### config.mk
export PLATFORM = sky130hd
export DESIGN_NAME = alut_lookup_req8
export DESIGN_NICKNAME = d
export VERILOG_FILES = /design/src/rtl/alut_pkg8.sv /design/src/rtl/alut_apb_xfer8.sv /design/src/rtl/alut_lookup_req8.sv
export SDC_FILE = /design/constraint.sdc
export NUM_CORES = 1
export LEC_CHECK = 0
export ABC_AREA = 1
export CORE_AREA = 5 5 133 135
export CTS_CLUSTER_SIZE = 16
export DETAILED_ROUTE_END_ITERATION = 8
export DIE_AREA = 0 0 138 140
export PLACE_DENSITY = 0.79
export SETUP_SLACK_MARGIN = 0.05
export SYNTH_ARGS = -nofsm -noshare
export SYNTH_HDL_FRONTEND = slang
export SYNTH_SLANG_ARGS = --single-unit
### constraint.sdc
create_clock -name pclk8 -period 2.55 [get_ports pclk8]
set_input_delay 0.51 -clock pclk8 [delete_from_list [all_inputs] [get_ports pclk8]]
set_output_delay 0.51 -clock pclk8 [all_outputs]
set_load 0.01 [all_outputs]
### src/rtl/alut_pkg8.sv
// Shared definitions for the ALUT lookup initiator: register map, command code,
// FSM/step encodings and the step-to-APB decode helpers.
package alut_pkg8;

    localparam logic [6:0] ADDR_COMMAND  = 7'h00;
    localparam logic [6:0] ADDR_D_ADDR_L = 7'h08;
    localparam logic [6:0] ADDR_D_ADDR_H = 7'h0C;
    localparam logic [6:0] ADDR_S_ADDR_L = 7'h10;
    localparam logic [6:0] ADDR_S_ADDR_H = 7'h14;
    localparam logic [6:0] ADDR_S_PORT   = 7'h18;
    localparam logic [6:0] ADDR_STATUS   = 7'h1C;
    localparam logic [6:0] ADDR_D_PORT   = 7'h20;

    localparam logic [1:0] CMD_CHECK = 2'b01;

    typedef enum logic [1:0] {
        ST_IDLE   = 2'd0,
        ST_SETUP  = 2'd1,
        ST_ACCESS = 2'd2,
        ST_DONE   = 2'd3
    } alut_state_e;

    // Step order is the on-bus order: six operand/command writes, then the reads.
    typedef enum logic [2:0] {
        STEP_D_ADDR_L = 3'd0,
        STEP_D_ADDR_H = 3'd1,
        STEP_S_ADDR_L = 3'd2,
        STEP_S_ADDR_H = 3'd3,
        STEP_S_PORT   = 3'd4,
        STEP_COMMAND  = 3'd5,
        STEP_STATUS   = 3'd6,
        STEP_D_PORT   = 3'd7
    } alut_step_e;

    function automatic logic [6:0] step_addr(input alut_step_e step);
        logic [6:0] addr;
        case (step)
            STEP_D_ADDR_L: addr = ADDR_D_ADDR_L;
            STEP_D_ADDR_H: addr = ADDR_D_ADDR_H;
            STEP_S_ADDR_L: addr = ADDR_S_ADDR_L;
            STEP_S_ADDR_H: addr = ADDR_S_ADDR_H;
            STEP_S_PORT:   addr = ADDR_S_PORT;
            STEP_COMMAND:  addr = ADDR_COMMAND;
            STEP_STATUS:   addr = ADDR_STATUS;
            default:       addr = ADDR_D_PORT;
        endcase
        return addr;
    endfunction

    function automatic logic [31:0] step_wdata(input alut_step_e step, input logic [47:0] d_addr,
                                               input logic [47:0] s_addr, input logic [1:0] s_port);
        logic [31:0] data;
        case (step)
            STEP_D_ADDR_L: data = d_addr[31:0];
            STEP_D_ADDR_H: data = {16'h0, d_addr[47:32]};
            STEP_S_ADDR_L: data = s_addr[31:0];
            STEP_S_ADDR_H: data = {16'h0, s_addr[47:32]};
            STEP_S_PORT:   data = {30'h0, s_port};
            STEP_COMMAND:  data = {30'h0, CMD_CHECK};
            default:       data = 32'h0;
        endcase
        return data;
    endfunction

endpackage

### src/rtl/alut_apb_xfer8.sv
// Single APB transfer engine (no pready): SETUP then ACCESS, with a new start
// accepted in the ACCESS cycle so transfers can run back-to-back.
module alut_apb_xfer8 (
    input  logic        i_clk,
    input  logic        i_rst_n,
    input  logic        i_start,
    input  logic        i_write,
    input  logic [6:0]  i_addr,
    input  logic [31:0] i_wdata,
    output logic [31:0] o_rdata,
    output logic        o_xfer_done,
    output logic        o_psel,
    output logic        o_penable,
    output logic        o_pwrite,
    output logic [6:0]  o_paddr,
    output logic [31:0] o_pwdata,
    input  logic [31:0] i_prdata
);

    logic        r_psel;
    logic        r_penable;
    logic        r_pwrite;
    logic [6:0]  r_paddr;
    logic [31:0] r_pwdata;

    // Address/data/direction only load on start, so they hold while idle.
    always_ff @(posedge i_clk or negedge i_rst_n) begin
        if (!i_rst_n) begin
            r_psel    <= 1'b0;
            r_penable <= 1'b0;
            r_pwrite  <= 1'b0;
            r_paddr   <= 7'h0;
            r_pwdata  <= 32'h0;
        end else if (i_start) begin
            r_psel    <= 1'b1;
            r_penable <= 1'b0;
            r_pwrite  <= i_write;
            r_paddr   <= i_addr;
            r_pwdata  <= i_wdata;
        end else if (r_psel && !r_penable) begin
            r_penable <= 1'b1;
        end else if (r_penable) begin
            r_psel    <= 1'b0;
            r_penable <= 1'b0;
        end
    end

    // Read data is consumed on the edge that closes ACCESS.
    assign o_rdata     = i_prdata;
    assign o_xfer_done = r_psel & r_penable;
    assign o_psel      = r_psel;
    assign o_penable   = r_penable;
    assign o_pwrite    = r_pwrite;
    assign o_paddr     = r_paddr;
    assign o_pwdata    = r_pwdata;

endmodule

### src/rtl/alut_lookup_req8.sv
// Lookup request sequencer: writes operands and CHECK command to the ALUT,
// polls STATUS until idle (or POLL_MAX), reads D_PORT and pulses done8.
module alut_lookup_req8
    import alut_pkg8::*;
#(
    parameter int unsigned POLL_MAX = 255
) (
    input  logic        pclk8,
    input  logic        n_p_reset8,
    input  logic        req8,
    input  logic [47:0] d_addr_in8,
    input  logic [47:0] s_addr_in8,
    input  logic [1:0]  s_port_in8,
    output logic        busy8,
    output logic        done8,
    output logic [4:0]  d_port_out8,
    output logic        timeout8,
    output logic        psel8,
    output logic        penable8,
    output logic        pwrite8,
    output logic [6:0]  paddr8,
    output logic [31:0] pwdata8,
    input  logic [31:0] prdata8
);

    localparam logic [7:0] POLL_LIMIT = 8'(POLL_MAX);

    alut_state_e r_state;
    alut_state_e w_state_nxt;
    alut_step_e  r_step;
    alut_step_e  w_step_nxt;
    logic [7:0]  r_poll_cnt;
    logic [7:0]  w_poll_cnt_inc;
    logic [47:0] r_d_addr;
    logic [47:0] r_s_addr;
    logic [1:0]  r_s_port;
    logic [4:0]  r_d_port;
    logic        r_timeout;
    logic        w_accept;
    logic        w_start;
    logic        w_finish;
    logic        w_timeout_hit;
    logic        w_xfer_done;
    logic [31:0] w_rdata;
    logic [47:0] w_d_sel;
    logic [47:0] w_s_sel;
    logic [1:0]  w_port_sel;

    assign busy8       = (r_state == ST_SETUP) || (r_state == ST_ACCESS);
    assign done8       = (r_state == ST_DONE);
    assign d_port_out8 = r_d_port;
    assign timeout8    = r_timeout;

    assign w_accept       = req8 && !busy8;
    assign w_poll_cnt_inc = (r_poll_cnt == POLL_LIMIT) ? r_poll_cnt : r_poll_cnt + 8'd1;

    // The first SETUP launches on the accept edge, before operands are latched.
    assign w_d_sel    = w_accept ? d_addr_in8 : r_d_addr;
    assign w_s_sel    = w_accept ? s_addr_in8 : r_s_addr;
    assign w_port_sel = w_accept ? s_port_in8 : r_s_port;

    always_comb begin
        w_state_nxt   = r_state;
        w_step_nxt    = r_step;
        w_start       = 1'b0;
        w_finish      = 1'b0;
        w_timeout_hit = 1'b0;
        case (r_state)
            ST_IDLE, ST_DONE: begin
                w_state_nxt = ST_IDLE;
                if (w_accept) begin
                    w_state_nxt = ST_SETUP;
                    w_step_nxt  = STEP_D_ADDR_L;
                    w_start     = 1'b1;
                end
            end
            ST_SETUP: w_state_nxt = ST_ACCESS;
            default: begin
                if (w_xfer_done) begin
                    case (r_step)
                        STEP_D_PORT: w_finish = 1'b1;
                        STEP_STATUS: begin
                            if (!w_rdata[0]) begin
                                w_step_nxt = STEP_D_PORT;
                                w_start    = 1'b1;
                            end else if (w_poll_cnt_inc < POLL_LIMIT) begin
                                w_start = 1'b1;
                            end else begin
                                w_finish      = 1'b1;
                                w_timeout_hit = 1'b1;
                            end
                        end
                        default: begin
                            w_step_nxt = alut_step_e'(r_step + 3'd1);
                            w_start    = 1'b1;
                        end
                    endcase
                    if (w_start)  w_state_nxt = ST_SETUP;
                    if (w_finish) w_state_nxt = ST_DONE;
                end
            end
        endcase
    end

    always_ff @(posedge pclk8 or negedge n_p_reset8) begin
        if (!n_p_reset8) begin
            r_state    <= ST_IDLE;
            r_step     <= STEP_D_ADDR_L;
            r_poll_cnt <= 8'h0;
            r_d_addr   <= 48'h0;
            r_s_addr   <= 48'h0;
            r_s_port   <= 2'h0;
            r_d_port   <= 5'h0;
            r_timeout  <= 1'b0;
        end else begin
            r_state <= w_state_nxt;
            r_step  <= w_step_nxt;
            if (w_accept) begin
                r_d_addr   <= d_addr_in8;
                r_s_addr   <= s_addr_in8;
                r_s_port   <= s_port_in8;
                r_poll_cnt <= 8'h0;
            end else if (r_state == ST_ACCESS && r_step == STEP_STATUS) begin
                r_poll_cnt <= w_poll_cnt_inc;
            end
            if (w_finish) begin
                r_d_port  <= w_timeout_hit ? 5'h0 : w_rdata[4:0];
                r_timeout <= w_timeout_hit;
            end
        end
    end

    alut_apb_xfer8 u_xfer (
        .i_clk       (pclk8),
        .i_rst_n     (n_p_reset8),
        .i_start     (w_start),
        .i_write     (w_step_nxt < STEP_STATUS),
        .i_addr      (step_addr(w_step_nxt)),
        .i_wdata     (step_wdata(w_step_nxt, w_d_sel, w_s_sel, w_port_sel)),
        .o_rdata     (w_rdata),
        .o_xfer_done (w_xfer_done),
        .o_psel      (psel8),
        .o_penable   (penable8),
        .o_pwrite    (pwrite8),
        .o_paddr     (paddr8),
        .o_pwdata    (pwdata8),
        .i_prdata    (prdata8)
    );

endmodule
==> results.tsv <==
metric	value	unit
num_vias	6433	
ff_latch_area	0.00390	mm^2
cts_buffer_depth	2	
ant_nets	0	
cp_max_fo	7	
drcViolationCount	0	
gp_congestion	0.890	
crit_family	buffers and inverters	
cp-end-kind	register	
final_hold_viol_count	0	
wl_per_cell	14.5	um
pin_count	183	
routed_wl	19300	um
period_share	0.922	
cp_cell_sequence	ha_2 > ha_1 > buf_4 > nand3b_1 > nand3_1 > nand2_2 > inv_2 > buf_4 > nand2_2 > buf_4 > nor2_4 > buf_12 > buf_12 > nand2_1 > nand2_1 > o21ai_1 > nand2_1	
clock_latency	430	ps
slowest_delay	400	ps
avgSynthCellArea	7.83	um^2
die_area	0.0193	mm^2
initial_utilization	0.442	
status	finished clean	
cts_sinks	156	
worstPathArrival	2660	ps
synth_cells	922	
area_growth	37.5	%
critPathSlowestCell	dfrtp_1	
die_w	138	um
place.port_buffers	152	
wl_met1	8400	um
overflow	0	
whs	31.3	ps
synth.distinct_cells	30	
drv_slew	0	
vias_per_cell	4.84	
setup_violations	0	
fp.coreArea	0.0163	mm^2
rsz0062_at_grt	false	
firstDrtPassIters	5	
drtIter0Drc	323	
place_hpwl	13100	um
relSlewSlack	0.638	
fp.dieH	140	um
synth_area	0.00722	mm^2
crit_type	register to register	
path_buf_inv	6	
num_rows	47	
clock_skew	10.2	ps
leakage	5.09	nW
numCtsBuffers	17	
dr_wl_met3	1380	um
layout-drive-gt1-share	0.108	
layout_min_cycle_time	2350	ps
maxUsedRoutingLayer	met4	
antenna_found_initial	0	
n_fill_cell	1453	
cts.clk_slew.worst_paths	60	ps
worst-slew-pin-transition	542	ps
grt_pass1_vias	6410	
fin_util	0.607	
powerDensity	1140	mW/mm^2
wl_met2	9270	um
htree_levels	4	
track_usage	0.202	
start_kind	register	
antenna_cells	0	
yosys_warnings	0	
max_freq	425	MHz
grt_pass1_wl	31800	um
synth_seq_cells	156	
ir_drop	0.706	mV
hp-class	input pin to async pin	
tritoncts	yes	
max_cap_viol_count	0	
final_nets	1238	
cts_root_buf	clkbuf_16	
required	2860	ps
yosysSeqAreaShare	0.541	
grt_max_degree	87	
multi_input_area	0.00303	mm^2
Yosys cell counts, drive strengths merged:
| library cell | instances | area share |
|---|---|---|
| a21oi | 2 | 0.0014 |
| buf | 24 | 0.023 |
| clkbuf | 20 | 0.010 |
| conb | 1 | 0.00052 |
| dfrtp | 156 | 0.54 |
| ha | 8 | 0.014 |
| inv | 29 | 0.015 |
| nand2 | 535 | 0.28 |
| nand3 | 79 | 0.055 |
| nand3b | 2 | 0.0021 |
| nand4 | 2 | 0.0017 |
| nor2 | 24 | 0.017 |
| o21ai | 32 | 0.027 |
| o22ai | 2 | 0.0017 |
| o311ai | 1 | 0.0012 |
| or2 | 2 | 0.0017 |
| xnor2 | 1 | 0.0012 |
| xor2 | 2 | 0.0024 |
registers in the layout, indices dropped and copies added, names as in the netlist:
signal	cells
r_d_addr	48
u_xfer.o_pwdata	32
r_s_port	2
d_port_out8	5
u_xfer.o_paddr	4
r_poll_cnt	8
r_s_addr	48
u_xfer.o_pwrite	1
r_step	3
r_state	2
timeout8	1
u_xfer.o_penable	1
u_xfer.o_psel	1
layout by cell type (no fill, tap or decap), types with 3 or more instances in the layout:
cell / count
o21ai_1: 7
ha_1: 6
nand3_1: 78
buf_4: 33
buf_12: 8
o21ai_0: 14
clkbuf_16: 18
nand2_1: 525
conb_1: 3
inv_2: 4
dfrtp_1: 156
inv_1: 24
buf_6: 4
nand2_2: 7
clkdlybuf4s50_1: 151
inv_6: 6
o21ai_2: 11
nor2_1: 14
nor2_4: 6
clkinvlp_4: 3
nor2_2: 4
stage by stage:
step	instances	setup WS [ps]	setup TNS [ps]	cell area (um^2)	power (mW)
4_1_cts	1323	73.5	0	9780	11.2
2_1_floorplan	924	553	0	7230	6.80
3_5_place_dp	1290	-274	-7400	9150	8.60
6_report	1330	198	0	9920	11.3
5_1_grt	1330	42.1	0	9920	12.2
3_3_place_gp	1290	-230	-6430	9150	8.42
routing by layer:
metal	global-route usage	up-vias
li1	-	3224
met1	0.261	2984
met2	0.333	200
met3	0.0542	25
met4	0.0629	0
met5	0	-
final timing paths:
check | start | end | slack, ps | cells after the start
hold reg to reg | r_d_addr[23] | r_d_addr[23] | 480 | 2
max in group asynchronous | n_p_reset8 | r_s_addr[6] | 1870 | 2
setup reg to reg | r_step[0] | u_xfer.o_pwdata[3] | 200 | 17
min in group pclk8 | r_d_addr[23] | r_d_addr[23] | 480 | 2
setup / recovery | r_step[0] | u_xfer.o_pwdata[3] | 200 | 17
hold / removal | n_p_reset8 | r_d_addr[22] | 30 | 1
cell type report:
cell class              count  area share
clock buffers              17      0.0429
clock inverters            15      0.0177
inverters                  29      0.0111
multi-input cells         695       0.305
flip-flops and latches    156       0.393
well taps                 220      0.0277
repair buffers            198       0.202
worst reg2reg max path, cell delays in order, from the launching register on:
cell      delay (ps)
dfrtp_1          400
ha_2             200
ha_1             190
buf_4            140
nand3b_1          80
nand3_1           80
nand2_2          100
inv_2             40
buf_4            140
nand2_2          100
buf_4            130
nor2_4            40
buf_12           130
buf_12           130
nand2_1           50
nand2_1           80
o21ai_1          140
nand2_1           60
logic make-up (layout without fill, tap and decap cells):
logic type,Yosys count,count (layout),share of synthesized area
simple gates,644,644,0.361
flops,156,156,0.541
buf+inv,73,259,0.0487
compound gates,37,37,0.0317
fa+ha+maj,8,8,0.0139
xor+xnor,3,3,0.00364
other cells,1,3,0.000520
report_power, final:
part           internal (mW)  leakage [nW]  switching [mW]  total (mW)
Clock                   1.48         0.286            1.10        2.57
Combinational           1.95          2.84            2.82        4.77
Sequential              3.54          1.96           0.411        3.95
timing repair:
action	4_1_cts	5_1_grt
endpoints found under the setup margin	32	37
hold buffers	0	0
gates cloned	0	2
gates resized for setup	3	15
setup buffers	1	5
pin swaps	1	4
Power figures use the tool's default switching activity.
